[src/rtl/clock_pkg.sv]
// clock_pkg
// Shared types and helpers for the multi-alarm clock.
//   alarm_state_e : per-channel alarm state (IDLE, RINGING, SNOOZED)
//   *_MAX         : binary upper limits of the BCD time fields
//   bcd_valid()   : both digits decimal and value within limit
//   bcd_inc()     : BCD increment with wrap at limit and carry out
package clock_pkg;

    typedef enum logic [1:0] {
        IDLE    = 2'd0,
        RINGING = 2'd1,
        SNOOZED = 2'd2
    } alarm_state_e;

    localparam logic [7:0] HOUR_MAX = 8'd23;
    localparam logic [7:0] MIN_MAX  = 8'd59;
    localparam logic [7:0] SEC_MAX  = 8'd59;

    typedef struct packed {
        logic       carry;
        logic [7:0] val;
    } bcd_inc_t;

    function automatic logic [7:0] bcd_to_bin(input logic [7:0] v);
        return 8'(v[7:4]) * 8'd10 + 8'(v[3:0]);
    endfunction

    function automatic logic bcd_valid(input logic [7:0] v, input logic [7:0] limit);
        return (v[7:4] <= 4'd9) && (v[3:0] <= 4'd9) && (bcd_to_bin(v) <= limit);
    endfunction

    function automatic bcd_inc_t bcd_inc(input logic [7:0] v, input logic [7:0] limit);
        bcd_inc_t r;
        r.carry = 1'b0;
        if (bcd_to_bin(v) >= limit) begin
            r.val   = 8'h00;
            r.carry = 1'b1;
        end else if (v[3:0] >= 4'd9) begin
            r.val = {v[7:4] + 4'd1, 4'd0};
        end else begin
            r.val = {v[7:4], v[3:0] + 4'd1};
        end
        return r;
    endfunction

endpackage

[src/rtl/alarm_channel.sv]
// alarm_channel
// One alarm: stored hh:mm, ring/snooze/timeout state machine.
//   clk_i, rst_i          : clock, async active-high reset
//   en_i                  : alarm enable level; low forces IDLE
//   wr_load_i, wr_hour_i, wr_min_i : accepted write of hh:mm for this channel
//   tick_i                : time advanced this cycle (dropped ticks excluded)
//   next_hour_i/min_i/sec_i : time value being loaded at the coming edge
//   snooze_i, dismiss_i   : user pulses, shared by all channels
//   ringing_o, snoozed_o  : state flags
//
// state   | meaning
// IDLE    | armed or disabled, waiting for hh:mm:00
// RINGING | ringing, ring timer counting down to auto-stop
// SNOOZED | silent, snooze counter counting down to re-ring
module alarm_channel
    import clock_pkg::*;
#(
    parameter int unsigned SNOOZE_MIN = 5,
    parameter int unsigned RING_SECS  = 60
) (
    input  logic       clk_i,
    input  logic       rst_i,
    input  logic       en_i,
    input  logic       wr_load_i,
    input  logic [7:0] wr_hour_i,
    input  logic [7:0] wr_min_i,
    input  logic       tick_i,
    input  logic [7:0] next_hour_i,
    input  logic [7:0] next_min_i,
    input  logic [7:0] next_sec_i,
    input  logic       snooze_i,
    input  logic       dismiss_i,
    output logic       ringing_o,
    output logic       snoozed_o
);
    localparam int unsigned RING_W = $clog2(RING_SECS + 1);
    localparam int unsigned SNZ_W  = $clog2(SNOOZE_MIN * 60 + 1);
    localparam logic [RING_W-1:0] RING_LOAD = RING_W'(RING_SECS);
    localparam logic [SNZ_W-1:0]  SNZ_LOAD  = SNZ_W'(SNOOZE_MIN * 60);

    alarm_state_e      state_q, state_d;
    logic [7:0]        alm_hour_q, alm_hour_d, alm_min_q, alm_min_d;
    logic [RING_W-1:0] ring_q, ring_d;
    logic [SNZ_W-1:0]  snz_q, snz_d;
    logic              match;

    always_comb begin
        state_d    = state_q;
        alm_hour_d = alm_hour_q;
        alm_min_d  = alm_min_q;
        ring_d     = ring_q;
        snz_d      = snz_q;
        match      = tick_i && (next_hour_i == alm_hour_q) && (next_min_i == alm_min_q)
                     && (next_sec_i == 8'h00);
        if (wr_load_i) begin
            alm_hour_d = wr_hour_i;
            alm_min_d  = wr_min_i;
            state_d    = IDLE;
        end else if (!en_i) begin
            state_d = IDLE;
        end else begin
            case (state_q)
                IDLE: begin
                    if (match) begin
                        state_d = RINGING;
                        ring_d  = RING_LOAD;
                    end
                end
                RINGING: begin
                    if (dismiss_i) begin
                        state_d = IDLE;
                    end else if (snooze_i) begin
                        state_d = SNOOZED;
                        snz_d   = SNZ_LOAD;
                    end else if (tick_i) begin
                        if (ring_q <= RING_W'(1)) state_d = IDLE;
                        else                      ring_d  = ring_q - RING_W'(1);
                    end
                end
                SNOOZED: begin
                    if (dismiss_i) begin
                        state_d = IDLE;
                    end else if (tick_i) begin
                        if (snz_q <= SNZ_W'(1)) begin
                            state_d = RINGING;
                            ring_d  = RING_LOAD;
                            snz_d   = '0;
                        end else begin
                            snz_d = snz_q - SNZ_W'(1);
                        end
                    end
                end
                default: state_d = IDLE;
            endcase
        end
        // disabling also wins over a same-cycle write
        if (!en_i) state_d = IDLE;
    end

    always_ff @(posedge clk_i or posedge rst_i) begin
        if (rst_i) begin
            state_q    <= IDLE;
            alm_hour_q <= 8'h00;
            alm_min_q  <= 8'h00;
            ring_q     <= '0;
            snz_q      <= '0;
        end else begin
            state_q    <= state_d;
            alm_hour_q <= alm_hour_d;
            alm_min_q  <= alm_min_d;
            ring_q     <= ring_d;
            snz_q      <= snz_d;
        end
    end

    assign ringing_o = (state_q == RINGING);
    assign snoozed_o = (state_q == SNOOZED);

endmodule

[src/rtl/multi_alarm_clock.sv]
// multi_alarm_clock
// 24-hour BCD clock with NUM_ALARMS alarm channels and an hourly chime.
//   clk, rst                 : clock, async active-high reset
//   tick_1hz                 : one-cycle pulse per second
//   wr_valid, wr_target, wr_hour/min/sec : BCD write (0 = time, k = alarm k-1)
//   alarm_en                 : per-alarm enable level
//   snooze, dismiss          : user pulses
//   hour_bcd/min_bcd/sec_bcd : current time
//   ringing, ring_id         : any alarm ringing, lowest ringing index
//   snoozed                  : per-alarm snoozed flag
//   chime                    : hourly chime, masked while ringing
//   wr_ack, wr_err           : write accepted / rejected, one cycle after write
module multi_alarm_clock
    import clock_pkg::*;
#(
    parameter int unsigned NUM_ALARMS = 4,
    parameter int unsigned SNOOZE_MIN = 5,
    parameter int unsigned RING_SECS  = 60,
    parameter int unsigned CHIME_SECS = 3
) (
    input  logic                  clk,
    input  logic                  rst,
    input  logic                  tick_1hz,
    input  logic                  wr_valid,
    input  logic [3:0]            wr_target,
    input  logic [7:0]            wr_hour,
    input  logic [7:0]            wr_min,
    input  logic [7:0]            wr_sec,
    input  logic [NUM_ALARMS-1:0] alarm_en,
    input  logic                  snooze,
    input  logic                  dismiss,
    output logic [7:0]            hour_bcd,
    output logic [7:0]            min_bcd,
    output logic [7:0]            sec_bcd,
    output logic                  ringing,
    output logic [3:0]            ring_id,
    output logic [NUM_ALARMS-1:0] snoozed,
    output logic                  chime,
    output logic                  wr_ack,
    output logic                  wr_err
);
    localparam int unsigned CHIME_W = $clog2(CHIME_SECS + 1);
    localparam logic [CHIME_W-1:0] CHIME_LOAD  = CHIME_W'(CHIME_SECS);
    localparam logic [3:0]         LAST_TARGET = 4'(NUM_ALARMS);

    logic [7:0]         hour_q, hour_d, min_q, min_d, sec_q, sec_d;
    logic [CHIME_W-1:0] chime_cnt_q, chime_cnt_d;
    logic               wr_ack_q, wr_err_q;
    bcd_inc_t           sec_inc, min_inc, hour_inc;
    logic               day_wrap_unused;
    logic               wr_fields_ok, wr_time_ok, wr_alarm_ok, tick_adv, top_of_hour;
    logic [NUM_ALARMS-1:0] ring_vec;
    logic [3:0]         ring_id_c;
    logic               ring_found;

    always_comb begin
        sec_inc  = bcd_inc(sec_q, SEC_MAX);
        min_inc  = bcd_inc(min_q, MIN_MAX);
        hour_inc = bcd_inc(hour_q, HOUR_MAX);

        wr_fields_ok = bcd_valid(wr_hour, HOUR_MAX) && bcd_valid(wr_min, MIN_MAX);
        wr_time_ok   = wr_valid && (wr_target == 4'd0) && wr_fields_ok
                       && bcd_valid(wr_sec, SEC_MAX);
        wr_alarm_ok  = wr_valid && (wr_target != 4'd0) && (wr_target <= LAST_TARGET)
                       && wr_fields_ok;
        // a time write swallows a coincident tick, so nothing ticks off the loaded value
        tick_adv     = tick_1hz && !wr_time_ok;

        hour_d = hour_q;
        min_d  = min_q;
        sec_d  = sec_q;
        if (wr_time_ok) begin
            hour_d = wr_hour;
            min_d  = wr_min;
            sec_d  = wr_sec;
        end else if (tick_adv) begin
            sec_d = sec_inc.val;
            if (sec_inc.carry) begin
                min_d = min_inc.val;
                if (min_inc.carry) hour_d = hour_inc.val;
            end
        end

        top_of_hour = tick_adv && (min_d == 8'h00) && (sec_d == 8'h00);
        chime_cnt_d = chime_cnt_q;
        if (top_of_hour)
            chime_cnt_d = CHIME_LOAD;
        else if (tick_adv && (chime_cnt_q != '0))
            chime_cnt_d = chime_cnt_q - CHIME_W'(1);
    end

    assign day_wrap_unused = hour_inc.carry;

    always_ff @(posedge clk or posedge rst) begin
        if (rst) begin
            hour_q      <= 8'h00;
            min_q       <= 8'h00;
            sec_q       <= 8'h00;
            chime_cnt_q <= '0;
            wr_ack_q    <= 1'b0;
            wr_err_q    <= 1'b0;
        end else begin
            hour_q      <= hour_d;
            min_q       <= min_d;
            sec_q       <= sec_d;
            chime_cnt_q <= chime_cnt_d;
            wr_ack_q    <= wr_time_ok || wr_alarm_ok;
            wr_err_q    <= wr_valid && !(wr_time_ok || wr_alarm_ok);
        end
    end

    for (genvar g = 0; g < NUM_ALARMS; g++) begin : g_alarm
        alarm_channel #(
            .SNOOZE_MIN (SNOOZE_MIN),
            .RING_SECS  (RING_SECS)
        ) u_channel (
            .clk_i       (clk),
            .rst_i       (rst),
            .en_i        (alarm_en[g]),
            .wr_load_i   (wr_alarm_ok && (wr_target == 4'(g + 1))),
            .wr_hour_i   (wr_hour),
            .wr_min_i    (wr_min),
            .tick_i      (tick_adv),
            .next_hour_i (hour_d),
            .next_min_i  (min_d),
            .next_sec_i  (sec_d),
            .snooze_i    (snooze),
            .dismiss_i   (dismiss),
            .ringing_o   (ring_vec[g]),
            .snoozed_o   (snoozed[g])
        );
    end

    always_comb begin
        ring_id_c  = 4'd0;
        ring_found = 1'b0;
        for (int i = 0; i < int'(NUM_ALARMS); i++) begin
            if (ring_vec[i] && !ring_found) begin
                ring_id_c  = 4'(i);
                ring_found = 1'b1;
            end
        end
    end

    assign hour_bcd = hour_q;
    assign min_bcd  = min_q;
    assign sec_bcd  = sec_q;
    assign ringing  = |ring_vec;
    assign ring_id  = ring_id_c;
    assign chime    = (chime_cnt_q != '0) && !ringing;
    assign wr_ack   = wr_ack_q;
    assign wr_err   = wr_err_q;

endmodule
[config.mk]
export PLATFORM = sky130hd
export DESIGN_NAME = multi_alarm_clock
export DESIGN_NICKNAME = d
export VERILOG_FILES = /design/src/rtl/clock_pkg.sv /design/src/rtl/alarm_channel.sv /design/src/rtl/multi_alarm_clock.sv
export SDC_FILE = /design/constraint.sdc
export NUM_CORES = 1
export LEC_CHECK = 0
export ABC_AREA = 1
export BUFFER_PORTS_ARGS = -buffer_cell sky130_fd_sc_hd__buf_2
export CORE_UTILIZATION = 61
export CTS_CLUSTER_DIAMETER = 150
export DETAILED_ROUTE_END_ITERATION = 10
export GPL_ROUTABILITY_DRIVEN = 0
export GPL_TIMING_DRIVEN = 0
export PLACE_DENSITY = 0.79
export SYNTH_ARGS = -nofsm -noshare
export SYNTH_HDL_FRONTEND = slang
export SYNTH_SLANG_ARGS = --single-unit
[constraint.sdc]
create_clock -name clk -period 5.5 [get_ports clk]
set_clock_uncertainty 0.05 [all_clocks]
set_input_delay 0.275 -clock clk [delete_from_list [all_inputs] [get_ports clk]]
set_output_delay 0.275 -clock clk [all_outputs]
set_load 0.01 [all_outputs]
==> results of run 1 <==
[state kept, by name, summed over array words and instances, names as in the netlist]
name / flops
chime_cnt_q: 2
g_alarm.u_channel.alm_hour_q: 32
g_alarm.u_channel.alm_min_q: 32
g_alarm.u_channel.ring_q: 24
g_alarm.u_channel.snz_q: 36
g_alarm.u_channel.state_q: 8
hour_bcd: 8
min_bcd: 8
sec_bcd: 8
wr_ack: 1
wr_err: 1
[power by group]
part / internal [mW] / switching, mW / total (mW)
sequential: 1.47 / 0.360 / 1.83
combinational: 1.46 / 2.73 / 4.19
clock: 0.684 / 0.531 / 1.21
total: 3.61 / 3.62 / 7.23
[placed cells by master, fill, tap and decap left out, types with 7 or more instances in the layout]
cell / Yosys / layout
a21oi_1: 37 / 37
buf_2: 5 / 74
buf_4: 7 / 7
clkbuf_1: 19 / 20
clkbuf_16: 0 / 17
dfrtp_1: 160 / 160
fa_1: 12 / 12
ha_1: 83 / 83
inv_1: 243 / 242
inv_2: 7 / 7
nand2_1: 584 / 584
nand2_2: 27 / 27
nand3_1: 138 / 138
nand3b_1: 27 / 27
nand4_1: 30 / 30
nor2_1: 174 / 174
nor3_1: 32 / 32
nor3b_1: 9 / 9
nor4_1: 13 / 13
o211ai_1: 9 / 9
o21ai_0: 130 / 130
o21ai_2: 25 / 25
or2_2: 10 / 10
xnor2_1: 10 / 10
xor2_1: 17 / 17
[cell type report]
| class | count | area (um^2) |
|---|---|---|
| Buffer | 38 | 231 |
| Clock buffer | 18 | 429 |
| Clock inverter | 14 | 170 |
| Fill cell | 1758 | 6270 |
| Inverter | 251 | 950 |
| Multi-Input combinational cell | 1432 | 7720 |
| Sequential cell | 160 | 4000 |
| Tap cell | 270 | 338 |
| Timing Repair Buffer | 71 | 383 |
[repair_timing]
item	CTS	global route
hold buffers	1	0
gates resized for setup	0	0
setup endpoints to repair	0	0
endpoints found under the hold margin	35	0
[logic make-up after synthesis]
| kind of cell | Yosys count | synth area share, % |
|---|---|---|
| simple gates | 1073 | 37.2 |
| compound gates | 234 | 10.8 |
| xor+xnor | 27 | 1.83 |
| other cells | 1 | 0.0291 |
| fa+ha+maj | 95 | 9.92 |
| mux | 1 | 0.0776 |
| buf+inv | 289 | 9.10 |
| flops | 160 | 31.1 |
[critical path, stage by stage (launching register included)]
cell and delay (ns):
dfrtp_1 0.50, ha_1 0.35, ha_1 0.21, inv_1 0.07, fa_1 0.45, nor3_1 0.20
nand2_1 0.09, nand2_1 0.07, nand2_1 0.04, nand2_1 0.07, inv_1 0.07, nand2_1 0.11
clkbuf_1 0.38, nand4_1 0.33, nand3_2 0.23, nand2_1 0.08, nand2_1 0.10, nand2_1 0.11
nor2_1 0.10, nand2_1 0.06, nor2_1 0.10, nand3_1 0.21, nand2_1 0.13, nand2_1 0.11
buf_6 0.17, nand2_1 0.08, o21ai_2 0.05
[through the flow]
stage / TNS [ns] / hold slack [ns] / utilization [%] / instances
final: 0 / 0.0264 / 69.4 / 2254
after global routing: 0 / 0.0532 / 69.4 / 2254
after floorplan: 0 / 0.331 / - / 1881
after CTS: 0 / 0.0170 / 69.4 / 2254
after detailed placement: 0 / 0.217 / 66.4 / 2221
after global placement: -166.51 / 0.417 / 66.3 / 2220
[worst paths after layout]
check                      slack [ns]                                 to                           from
max                              0.87     g_alarm[3].u_channel.ring_q[0]                     sec_bcd[5]
min                              0.03                             wr_err                       wr_valid
max reg2reg                      0.87     g_alarm[3].u_channel.ring_q[0]                     sec_bcd[5]
min reg2reg                      0.43      g_alarm[0].u_channel.snz_q[7]  g_alarm[0].u_channel.snz_q[7]
max in group asynchronous        4.22  g_alarm[0].u_channel.alm_min_q[1]                            rst
min in group asynchronous        0.29     g_alarm[3].u_channel.ring_q[5]                            rst
[metal layers]
| metal | GRT usage [%] | vias up | wire length, um |
|---|---|---|---|
| met5 | 0 | - | 0 |
| met4 | 12.6 | 0 | 1050 |
| met3 | 5.37 | 74 | 2350 |
| met2 | 50.0 | 414 | 15200 |
| met1 | 45.1 | 5779 | 15000 |
| li1 | - | 6245 | - |
==> results by group, run 1 <==
CTS
  • Clock Sinks: 160
  • TritonCTS Buffers: 17
  • CTS Root Cell: clkbuf_16
  • Maximum buffer depth of the clock tree: 2
  • Insertion delay to the later sink of the worst-skew pair: 0.45 ns
  • Clock transition at path regs: 0.07 ns
  • Post-CTS Setup Inserts: 0
  • CTS tree: done
  • H-tree levels: 4

Pwr
  • Power, Total: 7.23 mW
  • P per Cell Area: 508 nW/um^2
  • Max VDD drop: 251 uV
  • LEAKAGE: 7.41 nW

Die
  • Core Area: 20,500 um^2
  • Die ar.: 21,700 um^2
  • Die Wd: 147 um
  • Initial core utilization: 62.9%
  • Top Ports: 74
  • Die H: 147 um
  • Row count: 52

STA
  • Count of pins over their slew limit: 0
  • Unrepaired setup endpoints after global routing: false
  • Relative slew slack: 34.5%
  • Final hold vios: 0
  • Post-route setup slack: 0.872 ns
  • Final min period: 4.63 ns
  • Worst Tran Pin Value: 0.974 ns
  • Final number of setup-violating endpoints: 0
  • Fmax: 0.216 GHz
  • Fin crit share: 84.1%

Place
  • I/O Buffers: 69
  • Worst slack at placement: 0.960 ns
  • Cell Area, Placed: 13,600 um^2
  • Dpl hpwl: 25,500 um

Hold path
  • Hold-critical path depth: 3
  • Worst Hold Class: in -> reg

Flow run
  • Count of max-cap constraint violations: 0

Detailed routing
  • Total number of vias: 12,500
  • DR WL/cell: 14.9 um
  • DRT iter0 DRCs: 1,085
  • WL final: 33,500 um
  • # DRC: 0
  • Drt pass-1 iters: 7
  • Antenna viol nets, final: 0
  • Vias/cell: 5.55

Synth
  • Register area share after synthesis: 31.1%
  • Post-synthesis cell type count: 53
  • Most numerous cell in the Yosys netlist: nand2_1
  • Post-Syn Instances: 1,880
  • Top_reg_cell synth: dfrtp_1
  • Dominant cell type by area after synthesis: dfrtp_1
  • Total of warnings raised by yosys: 0
  • Mapped Area: 12,900 um^2
  • Top cells by instance count after synthesis: 584 x nand2_1, 243 x inv_1, 174 x nor2_1
  • Largest cells by area after synthesis: dfrtp_1 31%, nand2_1 17%, ha_1 8.1%
  • Post-Syn Area per Cell: 6.86 um^2
  • Async set-reset flop share out of synthesis: 100%
  • Post-synth EDFFs: 0
  • Flops & latches, synth: 160
  • Area share of the largest cell type after synthesis: 31.1%

Global routing
  • Largest net degree at the start of global routing: 126
  • First-pass GRT wire length: 55,900 um
  • Vias in the first global route: 11,600
  • Global Route Usage Sum: 32.2%
  • Congestion Overflow GR: 0
  • Initial antenna violation count: 0

Worst setup path
  • Crit-path max FO: 10
  • Arrival @ worst endpoint: 4.92 ns
  • CP startpoint kind: flop
  • Worst Setup End Kind: flop
  • Cells on worst reg2reg path: 26
  • Critical path class: reg -> reg
  • CP required: 5.79 ns

Outcome
  • Status: finished clean

Finish
  • Final Cell Area: 14,200 um^2
  • Share of layout cells above drive strength 1: 11.0%
  • Diode count: 0
  • P&R area growth vs syn: 10.3%
  • Total Nets Final: 2,104
Note: power is estimated with default switching activity, not from simulation.
==> inputs of run 2 (changes only) <==
--- a/config.mk
+++ b/config.mk
@@ -5,7 +5,7 @@
 export SDC_FILE = /design/constraint.sdc
 export NUM_CORES = 1
 export LEC_CHECK = 0
-export ABC_AREA = 1
+export ABC_AREA = 0
 export BUFFER_PORTS_ARGS = -buffer_cell sky130_fd_sc_hd__buf_2
 export CORE_UTILIZATION = 61
 export CTS_CLUSTER_DIAMETER = 150
==> constraint.sdc (replaced) <==
create_clock -name clk -period 4.8 [get_ports clk]
set_clock_uncertainty 0.05 [all_clocks]
set_input_delay 0.24 -clock clk [delete_from_list [all_inputs] [get_ports clk]]
set_output_delay 0.24 -clock clk [all_outputs]
set_load 0.01 [all_outputs]
==> run 2 against run 1 <==
Compared with the run above: the flow now finishes with violations (negative setup slack); sequential share of layout area is 0.95 points lower; critical path depth is 6 lower; sequential power is 16% lower; wire length is 13% higher; clock power is 19% higher; setup slack worse by 1.4 ns; via count is 1.5% lower; final cell count is 19% lower; utilization is 6.2 points higher; flip-flop and latch count stayed put; fmax is 13% lower; non-clock buffer count is 81 higher; critical path type unchanged; largest cell class unchanged.
==> results by group, run 2 <==
Outcome
  • Status: finished, violations left (was finished clean)
  • Failing checks: negative setup slack

Finish
  • Top Registers: g_alarm.u_channel.snz_q x36, g_alarm.u_channel.alm_hour_q x32, g_alarm.u_channel.alm_min_q x32 (unchanged)
  • Commonest cells after routing, fill and taps aside: 150 x dfrtp_1, 138 x nand2_1, 104 x o21ai_0 (was 584 x nand2_1, 242 x inv_1, 174 x nor2_1)
  • Most common cell after layout, fill and taps aside: dfrtp_1 (was nand2_1)
  • Max reg flops: 36 (unchanged)
  • Biggest register: g_alarm.u_channel.snz_q (unchanged)
  • Final Cell Area: 14,800 um^2 (was 14,200 um^2)
  • Register cell area after layout: 4020 um^2 (was 4000 um^2)
  • P&R area growth vs syn: 21.2% (was 10.3%)
  • # fillers: 1,365 (was 1,758)
  • Total Nets Final: 1,674 (was 2,104)
  • Util after Layout: 75.6% (was 69.4%)
  • Share of layout cells above drive strength 1: 23.0% (was 11.0%)
  • Area of the multi-input gates: 8300 um^2 (was 7720 um^2)
  • Post-route insts no fill: 1,820 (was 2,254)

Die
  • Die ar.: 20,500 um^2 (was 21,700 um^2)
  • Die H: 143 um (was 147 um)
  • Core Area: 19,500 um^2 (was 20,500 um^2)
  • Top Ports: 74 (unchanged)
  • Initial core utilization: 62.4% (was 62.9%)
  • Die Wd: 143 um (was 147 um)
  • Row count: 51 (was 52)

Synth
  • Area share of the largest cell type after synthesis: 32.9% (was 31.1%)
  • Mapped Area: 12,200 um^2 (was 12,900 um^2)
  • Total of warnings raised by yosys: 0 (unchanged)
  • Top cells by instance count after synthesis: 160 x dfrtp_1, 138 x nand2_1, 113 x o21ai_0 (was 584 x nand2_1, 243 x inv_1, 174 x nor2_1)
  • Post-Syn Instances: 1,389 (was 1,880)
  • Dominant cell type by area after synthesis: dfrtp_1 (unchanged)
  • Post-synthesis cell type count: 96 (was 53)
  • Post-synth EDFFs: 0 (unchanged)
  • Async set-reset flop share out of synthesis: 100% (unchanged)
  • Flops & latches, synth: 160 (unchanged)
  • Top_reg_cell synth: dfrtp_1 (unchanged)
  • Most numerous cell in the Yosys netlist: dfrtp_1 (was nand2_1)
  • Largest cells by area after synthesis: dfrtp_1 33%, ha_1 8.5%, o21ai_0 4.6% (was dfrtp_1 31%, nand2_1 17%, ha_1 8.1%)
  • Post-Syn Area per Cell: 8.77 um^2 (was 6.86 um^2)
  • Register area share after synthesis: 32.9% (was 31.1%)

Worst setup path
  • Worst Setup End Kind: flop (unchanged)
  • Slowest CP cell: or4_4 (was dfrtp_1)
  • Top cell by count, worst path: buf_6 (was nand2_1)
  • CP startpoint kind: flop (unchanged)
  • Largest stage delay, worst path: 0.58 ns (was 0.50 ns)
  • Family with the most delay on the worst path: simple AND/OR/NAND/NOR gates (unchanged)
  • Arrival @ worst endpoint: 5.58 ns (was 4.92 ns)
  • Buf/Inv on CP: 5 (was 4)
  • Crit-path max FO: 6 (was 10)
  • Critical path class: reg -> reg (unchanged)
  • Worst path cell trace: ha_4 -> ha_4 -> inv_2 -> fa_1 -> nand2b_4 -> or3_4 -> o211ai_1 -> buf_4 -> a221o_1 -> buf_6 -> buf_6 -> buf_6 -> nand3_4 -> o32ai_1 -> or3_4 -> nand4_1 -> or4_4 -> o31a_1 -> nor3_4 -> a41oi_2
  • CP required: 5.06 ns (was 5.79 ns)

Pwr
  • P per Cell Area: 265 nW/um^2 (was 508 nW/um^2)
  • Sw Ratio: 33.2% (was 50.0%)
  • Clock power frac: 36.8% (was 16.8%)
  • Max VDD drop: 246 uV (was 251 uV)
  • Switching power: 1.30 mW (was 3.62 mW)
  • Combinational fraction of design power: 23.9% (was 57.9%)
  • Reg power frac: 39.4% (was 25.3%)
  • LEAKAGE: 6.66 nW (was 7.41 nW)
  • Pint: 2.62 mW (was 3.61 mW)

STA
  • Fmax: 0.188 GHz (was 0.216 GHz)
  • Unrepaired setup endpoints after global routing: true (was false)
  • Fin crit share: 111% (was 84.1%)
  • Worst Tran Pin Value: 1.16 ns (was 0.974 ns)
  • Count of pins over their slew limit: 0 (unchanged)
  • Post-route setup slack: -0.520 ns (was 0.872 ns)
  • Final hold vios: 0 (unchanged)
  • Final number of setup-violating endpoints: 31 (was 0)
  • Hold_ws: 0.0299 ns (was 0.0264 ns)
  • Final min period: 5.32 ns (was 4.63 ns)
  • Relative slew slack: 22.0% (was 34.5%)

CTS
  • Clock Sinks: 160 (unchanged)
  • Insertion delay to the later sink of the worst-skew pair: 0.44 ns (was 0.45 ns)
  • H-tree levels: 4 (unchanged)
  • CTS tree: done (unchanged)
  • TritonCTS Buffers: 17 (unchanged)
  • Maximum buffer depth of the clock tree: 2 (unchanged)
  • CTS Root Cell: clkbuf_16 (unchanged)
  • Clock transition at path regs: 0.07 ns (about the same)

Place
  • I/O Buffers: 69 (unchanged)
  • Dpl cells: 1,725 (was 2,221)
  • Cell Area, Placed: 13,000 um^2 (was 13,600 um^2)
  • Dpl hpwl: 25,400 um (was 25,500 um)

Detailed routing
  • Antenna viol nets, final: 0 (unchanged)
  • Vias/cell: 6.77 (was 5.55)
  • WL final: 38,000 um (was 33,500 um)
  • # DRC: 0 (unchanged)
  • DRT iter0 DRCs: 1,714 (was 1,085)
  • Total number of vias: 12,300 (was 12,500)
  • DR WL/cell: 20.9 um (was 14.9 um)
  • Drt pass-1 iters: 6 (was 7)

Hold path
  • Worst Hold Class: in -> reg (unchanged)

Flow run
  • Count of max-cap constraint violations: 0 (unchanged)

Global routing
  • Initial antenna violation count: 0 (unchanged)
  • First-pass GRT wire length: 58,100 um (was 55,900 um)
  • Congestion Overflow GR: 0 (unchanged)
  • Vias in the first global route: 11,400 (was 11,600)
  • Global Route Usage Sum: 36.7% (was 32.2%)
  • Largest net degree at the start of global routing: 130 (was 126)
-- run 2: cell count changes in the layout (fill, tap and decap cells not counted), sizes merged, moves of 19 or more --
cell    previous run  this run
nand3b            27         5
or3                0        23
nand2            617       138
nor4              14        34
and3               2        23
nand3            146        39
a31oi              6        25
inv              256        86
mux2               0        42
nand4             31        12
nor2             181        93
a21oi             37        67
buf               89       152
o21ai            157       115
-- run 2: final cells by class --
type,count,area share (%)
diodes,1,0.0169
plain buffers,58,2.01
clock buffers,19,3.00
clock inverters,13,1.15
inverters,81,2.11
multi-input cells,1091,56.2
flip-flops and latches,160,27.2
well taps,265,2.25
repair buffers,132,6.07
-- run 2: path summary, 6_finish.rpt --
check | end | slack (ns) | startpoint | cells past startpoint
worst max register to register | g_alarm[3].u_channel.ring_q[4] | -0.52 | sec_bcd[7] | 20
worst min register to register | g_alarm[3].u_channel.ring_q[5] | 0.44 | g_alarm[3].u_channel.ring_q[5] | 1
min in group asynchronous | g_alarm[3].u_channel.snz_q[4] | 0.25 | rst | 3
worst max-delay path | g_alarm[3].u_channel.ring_q[4] | -0.52 | sec_bcd[7] | 20
max in group asynchronous | sec_bcd[4] | 3.53 | rst | 4
worst min-delay path | sec_bcd[6] | 0.03 | wr_sec[6] | 3
-- run 2: logic make-up (layout without fill, tap and decap cells) --
group           Yosys count  count (layout)  share of synthesized area [%]
mux                      57              57                           5.11
flops                   160             160                           32.9
simple gates            503             503                           21.8
compound gates          387             387                           21.5
buf+inv                 139             303                           4.81
other cells               1               3                         0.0308
xor+xnor                 47              47                           3.38
fa+ha+maj                95              95                           10.5
-- run 2: routing by layer --
layer	routed length (um)	GRT usage (%)
met5	27	0
met4	1850	15.3
met3	3960	8.83
met2	17300	58.8
met1	14900	47.4
-- run 2: power groups by stage --
stage / sequential [mW] / combinational, mW / clock (mW)
2_1_floorplan: 1.55 / 0.586 / 0
3_3_place_gp: 1.57 / 0.783 / 0
3_5_place_dp: 1.57 / 0.812 / 0
4_1_cts: 1.54 / 0.893 / 1.44
5_1_grt: 1.55 / 1.03 / 1.50
6_report: 1.54 / 0.935 / 1.44
-- run 2: per-stage QoR --
step / worst slack (ns) / power (mW) / setup TNS [ns]
4_1_cts: -0.439 / 3.87 / -6.74
3_3_place_gp: -2.18 / 2.35 / -296.82
2_1_floorplan: -0.240 / 2.14 / -1.39
5_1_grt: -0.692 / 4.08 / -15.44
6_report: -0.520 / 3.92 / -10.21
3_5_place_dp: -1.40 / 2.38 / -29.37
-- run 2: worst register-to-register path, stage by stage, from the launching register on --
cell	delay, ns
dfrtp_2	0.45
ha_4	0.29
ha_4	0.12
inv_2	0.03
fa_1	0.47
nand2b_4	0.18
or3_4	0.39
o211ai_1	0.26
buf_4	0.16
a221o_1	0.22
buf_6	0.16
buf_6	0.11
buf_6	0.12
nand3_4	0.13
o32ai_1	0.38
or3_4	0.21
nand4_1	0.14
or4_4	0.58
o31a_1	0.36
nor3_4	0.27
a41oi_2	0.14
-- run 2: what timing repair did --
item / 4_1_cts / 5_1_grt
hold buffers: 3 / 0
gates resized for setup: 90 / 53
buffers inserted: 42 / 17
endpoints found under the setup margin: 33 / 37
pin swaps: 34 / 41
hold endpoints to repair: 33 / 0
